## config.mk

```make
export PLATFORM = sky130hd
export DESIGN_NAME = design_rand_adder
export DESIGN_NICKNAME = d
export VERILOG_FILES = /design/src/rtl/design_rand_adder.sv
export SDC_FILE = /design/constraint.sdc
export NUM_CORES = 1
export LEC_CHECK = 0
export BUFFER_PORTS_ARGS = -buffer_cell sky130_fd_sc_hd__buf_4
export CELL_PAD_IN_SITES_DETAIL_PLACEMENT = 1
export CELL_PAD_IN_SITES_GLOBAL_PLACEMENT = 1
export CORE_AREA = 2 2 39 41
export CTS_CLUSTER_SIZE = 24
export DETAILED_ROUTE_END_ITERATION = 10
export DIE_AREA = 0 0 41 43
export GPL_TIMING_DRIVEN = 1
export PLACE_DENSITY_LB_ADDON = 0.1
export SLEW_MARGIN = 20
export SYNTH_ARGS = -nofsm -noshare
export SYNTH_HDL_FRONTEND = slang
export SYNTH_SLANG_ARGS = --single-unit
```

## constraint.sdc

```tcl
create_clock -name clk_i -period 2.1 [get_ports clk_i]
set_input_delay 0.105 -clock clk_i [delete_from_list [all_inputs] [get_ports clk_i]]
set_output_delay 0.105 -clock clk_i [all_outputs]
set_load 0.005 [all_outputs]
```

## src/rtl/design_rand_adder.sv

```systemverilog
// design_rand_adder: registered WIDTH-bit unsigned adder with carry and zero flags.
// Each rising clock edge samples a and b; c, carry_o and zero_o update one cycle later.
// Optional build macro DESIGN_RAND_ADDER_SAT_EN: when defined, c saturates to all-ones
// on carry instead of wrapping. carry_o still reports the true carry.
module design_rand_adder #(
  parameter int unsigned WIDTH = 4
) (
  input  logic             clk_i,
  input  logic             rst_i,
  input  logic [WIDTH-1:0] a,
  input  logic [WIDTH-1:0] b,
  output logic [WIDTH-1:0] c,
  output logic             carry_o,
  output logic             zero_o
);

  localparam int unsigned SUM_W = WIDTH + 1;

  // Reject widths outside the supported 1..32 range at elaboration
  if (WIDTH == 0 || WIDTH > 32) begin : g_width_check
    initial $fatal(1, "design_rand_adder: WIDTH=%0d outside 1..32", WIDTH);
  end

  logic [SUM_W-1:0] sum_full;
  logic [WIDTH-1:0] c_d, c_q;
  logic             carry_d, carry_q;
  logic             zero_d, zero_q;

  // Next-state: full-width sum, carry, result (wrap or saturate) and zero flag
  always_comb begin
    sum_full = SUM_W'(a) + SUM_W'(b);
    carry_d  = sum_full[WIDTH];
`ifdef DESIGN_RAND_ADDER_SAT_EN
    c_d      = carry_d ? {WIDTH{1'b1}} : sum_full[WIDTH-1:0];
`else
    c_d      = sum_full[WIDTH-1:0];
`endif
    // Zero flag follows the value about to be registered, not the c register
    zero_d   = (c_d == '0);
  end

  // Output registers with synchronous active-high reset
  always_ff @(posedge clk_i) begin
    if (rst_i) begin
      c_q     <= '0;
      carry_q <= 1'b0;
      zero_q  <= 1'b1;
    end else begin
      c_q     <= c_d;
      carry_q <= carry_d;
      zero_q  <= zero_d;
    end
  end

  assign c       = c_q;
  assign carry_o = carry_q;
  assign zero_o  = zero_q;

endmodule

```

# ---- Yosys cells after proc, flatten, opt, wreduce, memory -nomap -nowiden
# Index checks and enable logic that the tools add are counted.
dict set report word_totals {
  register_bits 6
  latch_bits 0
  ramBits 0
  rom_bits 0
  out_inout_bits 6
  wordCells 5
  n_memories 0
}
dict set report op_classes {
  n_addsub 1
  n_mul 0
  n_div 0
  n_lt_le_gt_ge 0
  eq_ne 0
  shift 0
  mux 0
  bitwise 0
  n_reduce_logical 1
}
# cell n
set op_table {}
lappend op_table {{4-bit by 4-bit adder with 5-bit output} 1}
lappend op_table {{4-bit logical NOT} 1}

# ---- Logic depth before layout (Yosys ltp)
# Gate-level depths: netlist of run 1.
dict set report logic_depth {
  word_depth 2
  depth_mapped 5
}

# ---- Least setup slack after synthesis of run 1
# OpenSTA, ideal clock, no wires.
dict set report synth_timing {
  path_kind {input -> register}
  startpoint {input port a[0]}
  endpoint {register zero_q (netlist: zero_o)}
  arrival_time_ps 1335
  required_ps 1978
  setup_slack_ps 643
  stages 5
  n_path_buf 0
  cell_sequence {ha_1 -> fa_1 -> nor3_1 -> and4_1 -> a311o_1}
}
dict set report synth_between {
  elab_chain_cells 2
}
# element line
set synth_rtl {}
lappend synth_rtl {{start, declared} 10} ;# input logic [WIDTH-1:0] a,
lappend synth_rtl {{4-bit by 4-bit adder with 5-bit output} 31} ;# sum_full = SUM_W'(a) + SUM_W'(b);
lappend synth_rtl {{named net sum_full[1]} 24} ;# logic [SUM_W-1:0] sum_full;
lappend synth_rtl {{4-bit logical NOT} 39} ;# zero_d = (c_d == '0);
lappend synth_rtl {{end signal, assigned} 51} ;# zero_q <= zero_d;
lappend synth_rtl {{end, declared} 27} ;# logic zero_d, zero_q;
# The timed path passes the listed nets, and every way through them passes these cells.
# A chain may end at the register's enable or synchronous reset.

# ---- Worst setup path in the final report of run 1
# Same ends and word-level chain as after synthesis.

==> metrics.yaml, run 1 <==
timing:
  hold_violations: 0
  drv_slew: 0
  setup_viol: 0
  relSlewSlack_pct: 82.79
  period_share_pct: 66.74
  tns_ns: 0
  fmax_mhz: 713.5
  whs_ns: 0.07725
  grt_setup_unrepaired: "no"
  worstMarginPinSlew_ns: 0.2582
  layout_min_cycle_time_ns: 1.402
worst_setup_path:
  startpoint_type: "primary input"
  worstSetupPathType: "primary input to register"
  required_ns: 2.22
  crit_path_end_kind: "register"
  worst-path-max-fanout: 3
  worstPathArrival_ns: 1.52
die:
  row_count: 14
  die_w_um: 41
  core_area_sq_um: 1384
  initial_utilization_pct: 21.61
  fp.dieH_um: 43
  dieArea_sq_um: 1763
  pin_count: 16
power_and_ir_drop:
  vdd_drop_max_mv: 0.1342
  power_density_nw_per_um2: 669.5
  p_leak_nw: 0.2198
detailed_routing:
  wl_per_cell_um: 9.935
  drcViolationCount: 0
  viasPerCell: 4.435
  routed_wl_um: 616
  firstDrtPassIters: 2
  ant_nets: 0
  num_vias: 275
  drt_iter0_drc: 1
cts:
  cts_num_sinks: 6
  cts_tree: "built"
  ctsHoldBuffers: 0
  cts_buffer_depth: 2
  numCtsBuffers: 3
  path_clk_slew_ns: 0.04
  cts_setup_buffers: 0
  root_buffer: "clkbuf_4"
  htreeDepth: 1
  cts_resized: 0
final_layout:
  n_antenna_cell: 0
  drive_gt1_share_pct: 41.30
  areaGrowthSynthToFinish_pct: 51.88
  nets: 63
grt:
  globalRouteOverflowTotal: 0
  grt_max_degree: 7
  antenna_found_initial: 0
  grt_use_total_pct: 8.753
  grt_pass1_vias: 274
  grt_pass1_wl_mm: 1.021
hold_path:
  min_path_type: "primary input to register"
yosys:
  ys_seq_elements: 6
  syn_nets: 43
  ys_seq_area_share_pct: 40.17
  synth.distinct_cells: 16
  avgSynthCellArea_sq_um: 10.68
  synth_cells: 28
  yosys_warnings: 0
  syn_area_sq_um: 299.0
placed_design:
  detailed_place_hpwl_um: 549.9
  gp_congestion: 0.6735
  port_buffers: 15
status:
  status: "completed"
job:
  drv_cap: 0
[state kept, by name (all words and copies together) (netlist names)]
signal and flops:
c 4, zero_o 1, carry_o 1
[cells in the mapped netlist, drive strengths merged]
cell type / count / area (sq um)
dfxtp: 6 / 120.1
ha: 4 / 50.05
a21oi: 2 / 10.01
nor2: 2 / 7.510
nor2b: 2 / 12.51
nor3: 2 / 10.01
a21boi: 1 / 7.510
a21o: 1 / 8.760
a311o: 1 / 10.01
and3b: 1 / 8.760
and4: 1 / 8.760
fa: 1 / 20.02
nand2: 1 / 3.750
nand3: 1 / 5.000
nor3b: 1 / 7.510
xnor2: 1 / 8.760
[where the power goes]
part	total, mW	internal, mW	switching [mW]
registers	0.129	0.126	0.00286
logic	0.0777	0.0459	0.0317
clock network	0.0978	0.0641	0.0337
[critical path, stage by stage]
cell	delay [ns]
buf_4	0.11
ha_1	0.21
fa_1	0.53
nor3_1	0.06
and4_1	0.19
a311o_1	0.31
[cells in the final DEF, fill, tap and decap left out]
cell type	instances
a311o_1	1
nand2_1	1
nor3_1	2
nor3b_1	1
buf_4	15
nor2b_1	2
nand3_1	1
clkbuf_4	3
dfxtp_1	6
nor2_1	2
a21boi_0	1
a21o_2	1
xnor2_1	1
and4_1	1
a21oi_1	2
fa_1	1
ha_1	4
and3b_1	1
[worst paths after layout]
| check | slack [ns] | to | startpoint | cells past startpoint |
|---|---|---|---|---|
| setup / recovery | 0.70 | zero_o | a[0] | 6 |
| hold / removal | 0.08 | carry_o | rst_i | 2 |
[logic make-up after synthesis]
logic type | share of synthesized area (%)
fa+ha+maj | 23.43
xor+xnor | 2.929
flops | 40.17
simple gates | 21.34
compound gates | 12.14
[cell type report]
type | count | area, sq um
multi-input cells | 22 | 178.9
fillers | 164 | 929.6
flip-flops and latches | 6 | 120.1
repair buffers | 15 | 112.6
well taps | 16 | 20.02
clock buffers | 3 | 22.52
[layer usage]
layer / wire length (um) / up-vias / global-route usage (%)
met4: 0 / 0 / 8.000
met3: 55 / 0 / 1.571
met2: 309 / 12 / 12.50
met1: 251 / 122 / 10.36
li1: - / 141 / -
met5: 0 / - / 0
[per-stage QoR]
step	worst slack (ns)	utilization, %	area, sq um	total power [mW]	cells
3_5_place_dp	0.4457	31.19	431.7	0.2100	59
5_1_grt	0.6327	32.82	454.2	0.3239	62
4_1_cts	0.6949	32.82	454.2	0.3118	62
2_1_floorplan	0.6430	-	299.0	0.1691	28
6_report	0.6984	32.82	454.2	0.3041	62
3_3_place_gp	0.4682	31.19	431.7	0.2080	59
(Power assumes the default switching activity.)
==> run 2: changes to the inputs <==
Clock period 2.1 ns to 1.31 ns, I/O delays scaled along.
==> run 2 against run 1 <==
Compared with the run above: cell count rose by 1.6%; clock power rose by 68%; power rose by 67%; largest power group unchanged; critical path type unchanged; largest cell class unchanged.
==> metrics.yaml, run 2 (same netlist as run 1, synthesis figures left out) <==
cts:
  cts_setup_buffers: 0  # unchanged
  numCtsBuffers: 3  # unchanged
  cts_num_sinks: 6  # unchanged
  cts_buffer_depth: 2  # unchanged
  htreeDepth: 1  # unchanged
  cts_tree: "built"
  cts_resized: 0  # unchanged
  root_buffer: "clkbuf_4"
  ctsHoldBuffers: 0  # unchanged
  path_clk_slew_ns: 0.04  # about the same
placed_design:
  dp_slack_ns: -0.1795  # -0.6253 ns
  port_buffers: 15  # unchanged
  gp_congestion: 0.6196  # -8.0%
  placed_area_sq_um: 451.7  # +4.6%
  detailed_place_hpwl_um: 565.1  # +2.8%
grt:
  grt_max_degree: 7  # unchanged
  grt_pass1_wl_mm: 1.000  # -2.1%
  globalRouteOverflowTotal: 0  # unchanged
  grt_pass1_vias: 278  # +1.5%
  grt_use_total_pct: 9.063  # +0.31 points
  antenna_found_initial: 0  # unchanged
worst_setup_path:
  required_ns: 1.43  # -0.79 ns
  worst-path-max-fanout: 3  # unchanged
  startpoint_type: "primary input"
  crit_chain: "buf_4 > ha_4 > fa_1 > nor3_1 > and4_1 > a311o_1"
  path_buf_inv: 1  # unchanged
  worstPathArrival_ns: 1.37  # -0.15 ns
  cp_top_family: "adder cells"
  critical_path_cell_count: 6  # unchanged
  critPathLaunch: "a[0]"
  cp-endpoint: "zero_o"
  slowest_delay_ns: 0.54  # about the same
  slowest_stage: "fa_1"
  worstSetupPathType: "primary input to register"
  crit_path_end_kind: "register"
power_and_ir_drop:
  vdd_drop_max_mv: 0.2535  # +89%
  power_density_nw_per_um2: 1070  # +60%
  p_leak_nw: 0.2238  # +1.8%
timing:
  worstMarginPinSlew_ns: 0.2352  # -0.02297 ns
  layout_min_cycle_time_ns: 1.246
  grt_setup_unrepaired: "no"
  whs_ns: 0.03027  # -0.04698 ns
  tns_ns: 0  # unchanged
  setup_viol: 0  # unchanged
  relSlewSlack_pct: 84.32  # +1.5 points
  drv_slew: 0  # unchanged
  fin_ws_ns: 0.06357  # -0.6348 ns
  fmax_mhz: 802.3
  period_share_pct: 95.15
  hold_violations: 0  # unchanged
final_layout:
  largest_reg_flops: 4  # unchanged
  drive_gt1_share_pct: 44.68  # +3.4 points
  fin_area_sq_um: 474.2  # +4.4%
  fillers: 176  # +7.3%
  n_antenna_cell: 0  # unchanged
  final_common_cell: "buf_4"
  layout_common_cells: "buf_4, dfxtp_1, ha_1, clkbuf_4"
  areaGrowthSynthToFinish_pct: 58.58
  utilization_pct: 34.27  # +1.4 points
  nets: 64  # +1.6%
detailed_routing:
  ant_nets: 0  # unchanged
  drcViolationCount: 0  # unchanged
  drt_iter0_drc: 2  # +1
  routed_wl_um: 643  # +4.4%
  viasPerCell: 4.413  # -0.51%
  firstDrtPassIters: 2  # unchanged
  num_vias: 278  # +1.1%
  wl_per_cell_um: 10.21  # +2.7%
hold_path:
  min_path_type: "primary input to register"
die:
  row_count: 14  # unchanged
  initial_utilization_pct: 21.61  # unchanged
  core_area_sq_um: 1384  # unchanged
  die_w_um: 41  # unchanged
  fp.dieH_um: 43  # unchanged
  dieArea_sq_um: 1763  # unchanged
  pin_count: 16  # unchanged
job:
  drv_cap: 0  # unchanged
status:
  status: "completed"
-- run 2: worst min path at each step --
stage | depth (start not counted) | endpoint | startpoint | slack, ns
2_1_floorplan | 1 | c[0] | rst_i | 0.14
5_1_grt | 2 | c[1] | rst_i | 0.03
6_report | 2 | c[1] | rst_i | 0.03
4_1_cts | 2 | c[1] | rst_i | 0.02
3_3_place_gp | 2 | c[2] | rst_i | 0.28
3_5_place_dp | 2 | c[2] | rst_i | 0.28
-- run 2: stage by stage --
stage	total power, mW	instances
final	0.5073	63
after global routing	0.5433	63
after CTS	0.5217	63
after detailed placement	0.3504	60
after global placement	0.3460	60
after floorplan	0.2739	28
-- run 2: report_power, final --
part,total (mW),switching (mW),internal [mW]
clock,0.164,0.0606,0.103
sequential,0.206,0.00483,0.201
combinational,0.137,0.0536,0.0836
-- run 2: cell type report --
type | instances | area [sq um] | share of cell area (%)
flip-flops and latches | 6 | 120.1 | 25.33
well taps | 16 | 20.02 | 4.222
multi-input cells | 22 | 191.4 | 40.37
repair buffers | 16 | 120.1 | 25.33
clock buffers | 3 | 22.52 | 4.749
-- run 2: routing by layer --
layer,global-route usage [%],wire [um],share of wire (%),vias up
li1,-,-,-,141
met1,8.766,259,40,123
met2,14.06,320,50,14
met3,1.571,64,10,0
met4,10.00,0,0,0
met5,0,0,0,-
==> run 3: changes to the inputs <==
Settings changed: CTS_CLUSTER_SIZE 24 to 16, MAX_ROUTING_LAYER set to met4.
==> run 3 against run 2 <==
Compared with the run above: worst hold slack got worse by 0.00061 ns; utilization did not move; setup slack improved by 0.00060 ns; die area did not move; largest power group unchanged.
==> metrics.yaml, run 3 (same netlist as run 1, synthesis figures left out) <==
detailed_routing:
  wl_per_cell_um: 10.11  # -0.93%
  drcViolationCount: 0  # unchanged
  routed_wl_um: 637  # -0.93%
  viasPerCell: 4.413  # unchanged
  drt_iter0_drc: 0  # -2
  num_vias: 278  # unchanged
  ant_nets: 0  # unchanged
  firstDrtPassIters: 1  # -1
cts:
  htreeDepth: 1  # unchanged
  numCtsBuffers: 3  # unchanged
  cts_setup_buffers: 0  # unchanged
  cts_buffer_depth: 2  # unchanged
  ctsHoldBuffers: 0  # unchanged
  cts_resized: 0  # unchanged
  root_buffer: "clkbuf_4"
  path_clk_slew_ns: 0.04  # about the same
  cts_num_sinks: 6  # unchanged
  cts_tree: "built"
final_layout:
  n_antenna_cell: 0  # unchanged
  areaGrowthSynthToFinish_pct: 58.58  # unchanged
  largest_reg_flops: 4  # unchanged
  drive_gt1_share_pct: 44.68  # unchanged
  final_common_cell: "buf_4"
  layout_common_cells: "buf_4, dfxtp_1, ha_1, clkbuf_4"
  nets: 64  # unchanged
  fin_area_sq_um: 474.2  # unchanged
timing:
  worstMarginPinSlew_ns: 0.2352  # unchanged
  drv_slew: 0  # unchanged
  hold_violations: 0  # unchanged
  relSlewSlack_pct: 84.32  # unchanged
  fmax_mhz: 802.7  # about the same
  grt_setup_unrepaired: "no"
  setup_viol: 0  # unchanged
  tns_ns: 0  # unchanged
  layout_min_cycle_time_ns: 1.246  # -0.0005963 ns
  period_share_pct: 95.10  # about the same
job:
  drv_cap: 0  # unchanged
power_and_ir_drop:
  finalPower_mw: 0.5061  # -0.24%
  p_leak_nw: 0.2238  # unchanged
  vdd_drop_max_mv: 0.2535  # about the same
  power_density_nw_per_um2: 1067  # -0.24%
worst_setup_path:
  worstPathArrival_ns: 1.37  # about the same
  slowest_delay_ns: 0.54  # about the same
  crit_path_end_kind: "register"
  crit_chain: "buf_4 > ha_4 > fa_1 > nor3_1 > and4_1 > a311o_1"
  worst-path-max-fanout: 3  # unchanged
  worstSetupPathType: "primary input to register"
  path_buf_inv: 1  # unchanged
  cp_top_family: "adder cells"
  required_ns: 1.43  # about the same
  startpoint_type: "primary input"
  slowest_stage: "fa_1"
placed_design:
  detailed_place_hpwl_um: 565.1  # unchanged
  port_buffers: 15  # unchanged
  gp_congestion: 0.6242  # +0.74%
  placed_area_sq_um: 451.7  # unchanged
grt:
  grt_use_total_pct: 9.288  # +0.22 points
  grt_pass1_wl_mm: 1.000  # unchanged
  globalRouteOverflowTotal: 0  # unchanged
  grt_pass1_vias: 279  # +0.36%
  antenna_found_initial: 0  # unchanged
  grt_max_degree: 7  # unchanged
die:
  die_w_um: 41  # unchanged
  dieArea_sq_um: 1763  # unchanged
  core_area_sq_um: 1384  # unchanged
  initial_utilization_pct: 21.61  # unchanged
  row_count: 14  # unchanged
  pin_count: 16  # unchanged
  fp.dieH_um: 43  # unchanged
hold_path:
  min_path_type: "primary input to register"
status:
  status: "completed"
## run 3: cell counts in the layout (fill, tap and decap cells not counted)
Identical to the previous run, type by type.
## run 3: power breakdown
part           leakage [nW]  switching [mW]  internal, mW
sequential           0.0501         0.00480         0.202
clock                0.0138          0.0596         0.103
combinational         0.160          0.0535        0.0835
total                 0.224           0.118         0.388
## run 3: routing by layer
| layer | track usage, % | share of wire [%] | vias to the layer above |
|---|---|---|---|
| met1 | 8.766 | 40 | 121 |
| met2 | 14.06 | 49 | 14 |
| li1 | - | - | 141 |
| met5 | - | 0 | - |
| met4 | 10.00 | 1.3 | 0 |
| met3 | 1.571 | 9.6 | 2 |
## run 3: stage by stage
step / cells / setup WS, ns / hold WS (ns) / utilization, %
floorplan: 28 / 0.007702 / 0.1371 / -
global placement: 60 / -0.1772 / 0.2753 / 32.64
detailed placement: 60 / -0.1795 / 0.2803 / 32.64
CTS: 63 / 0.06621 / 0.02212 / 34.27
global route: 63 / 0.02711 / 0.02753 / 34.27
finish: 63 / 0.06417 / 0.02967 / 34.27
## run 3: worst paths after layout
path	depth (start not counted)	to	from	slack (ns)
hold / removal	2	c[1]	rst_i	0.03
setup / recovery	6	zero_o	a[0]	0.06
## run 3: layout make-up
cell class / count / area (sq um)
tap: 16 / 20.02
multi-input combinational: 22 / 191.4
clock buffer: 3 / 22.52
fill: 176 / 909.6
timing repair buffer: 16 / 120.1
sequential: 6 / 120.1
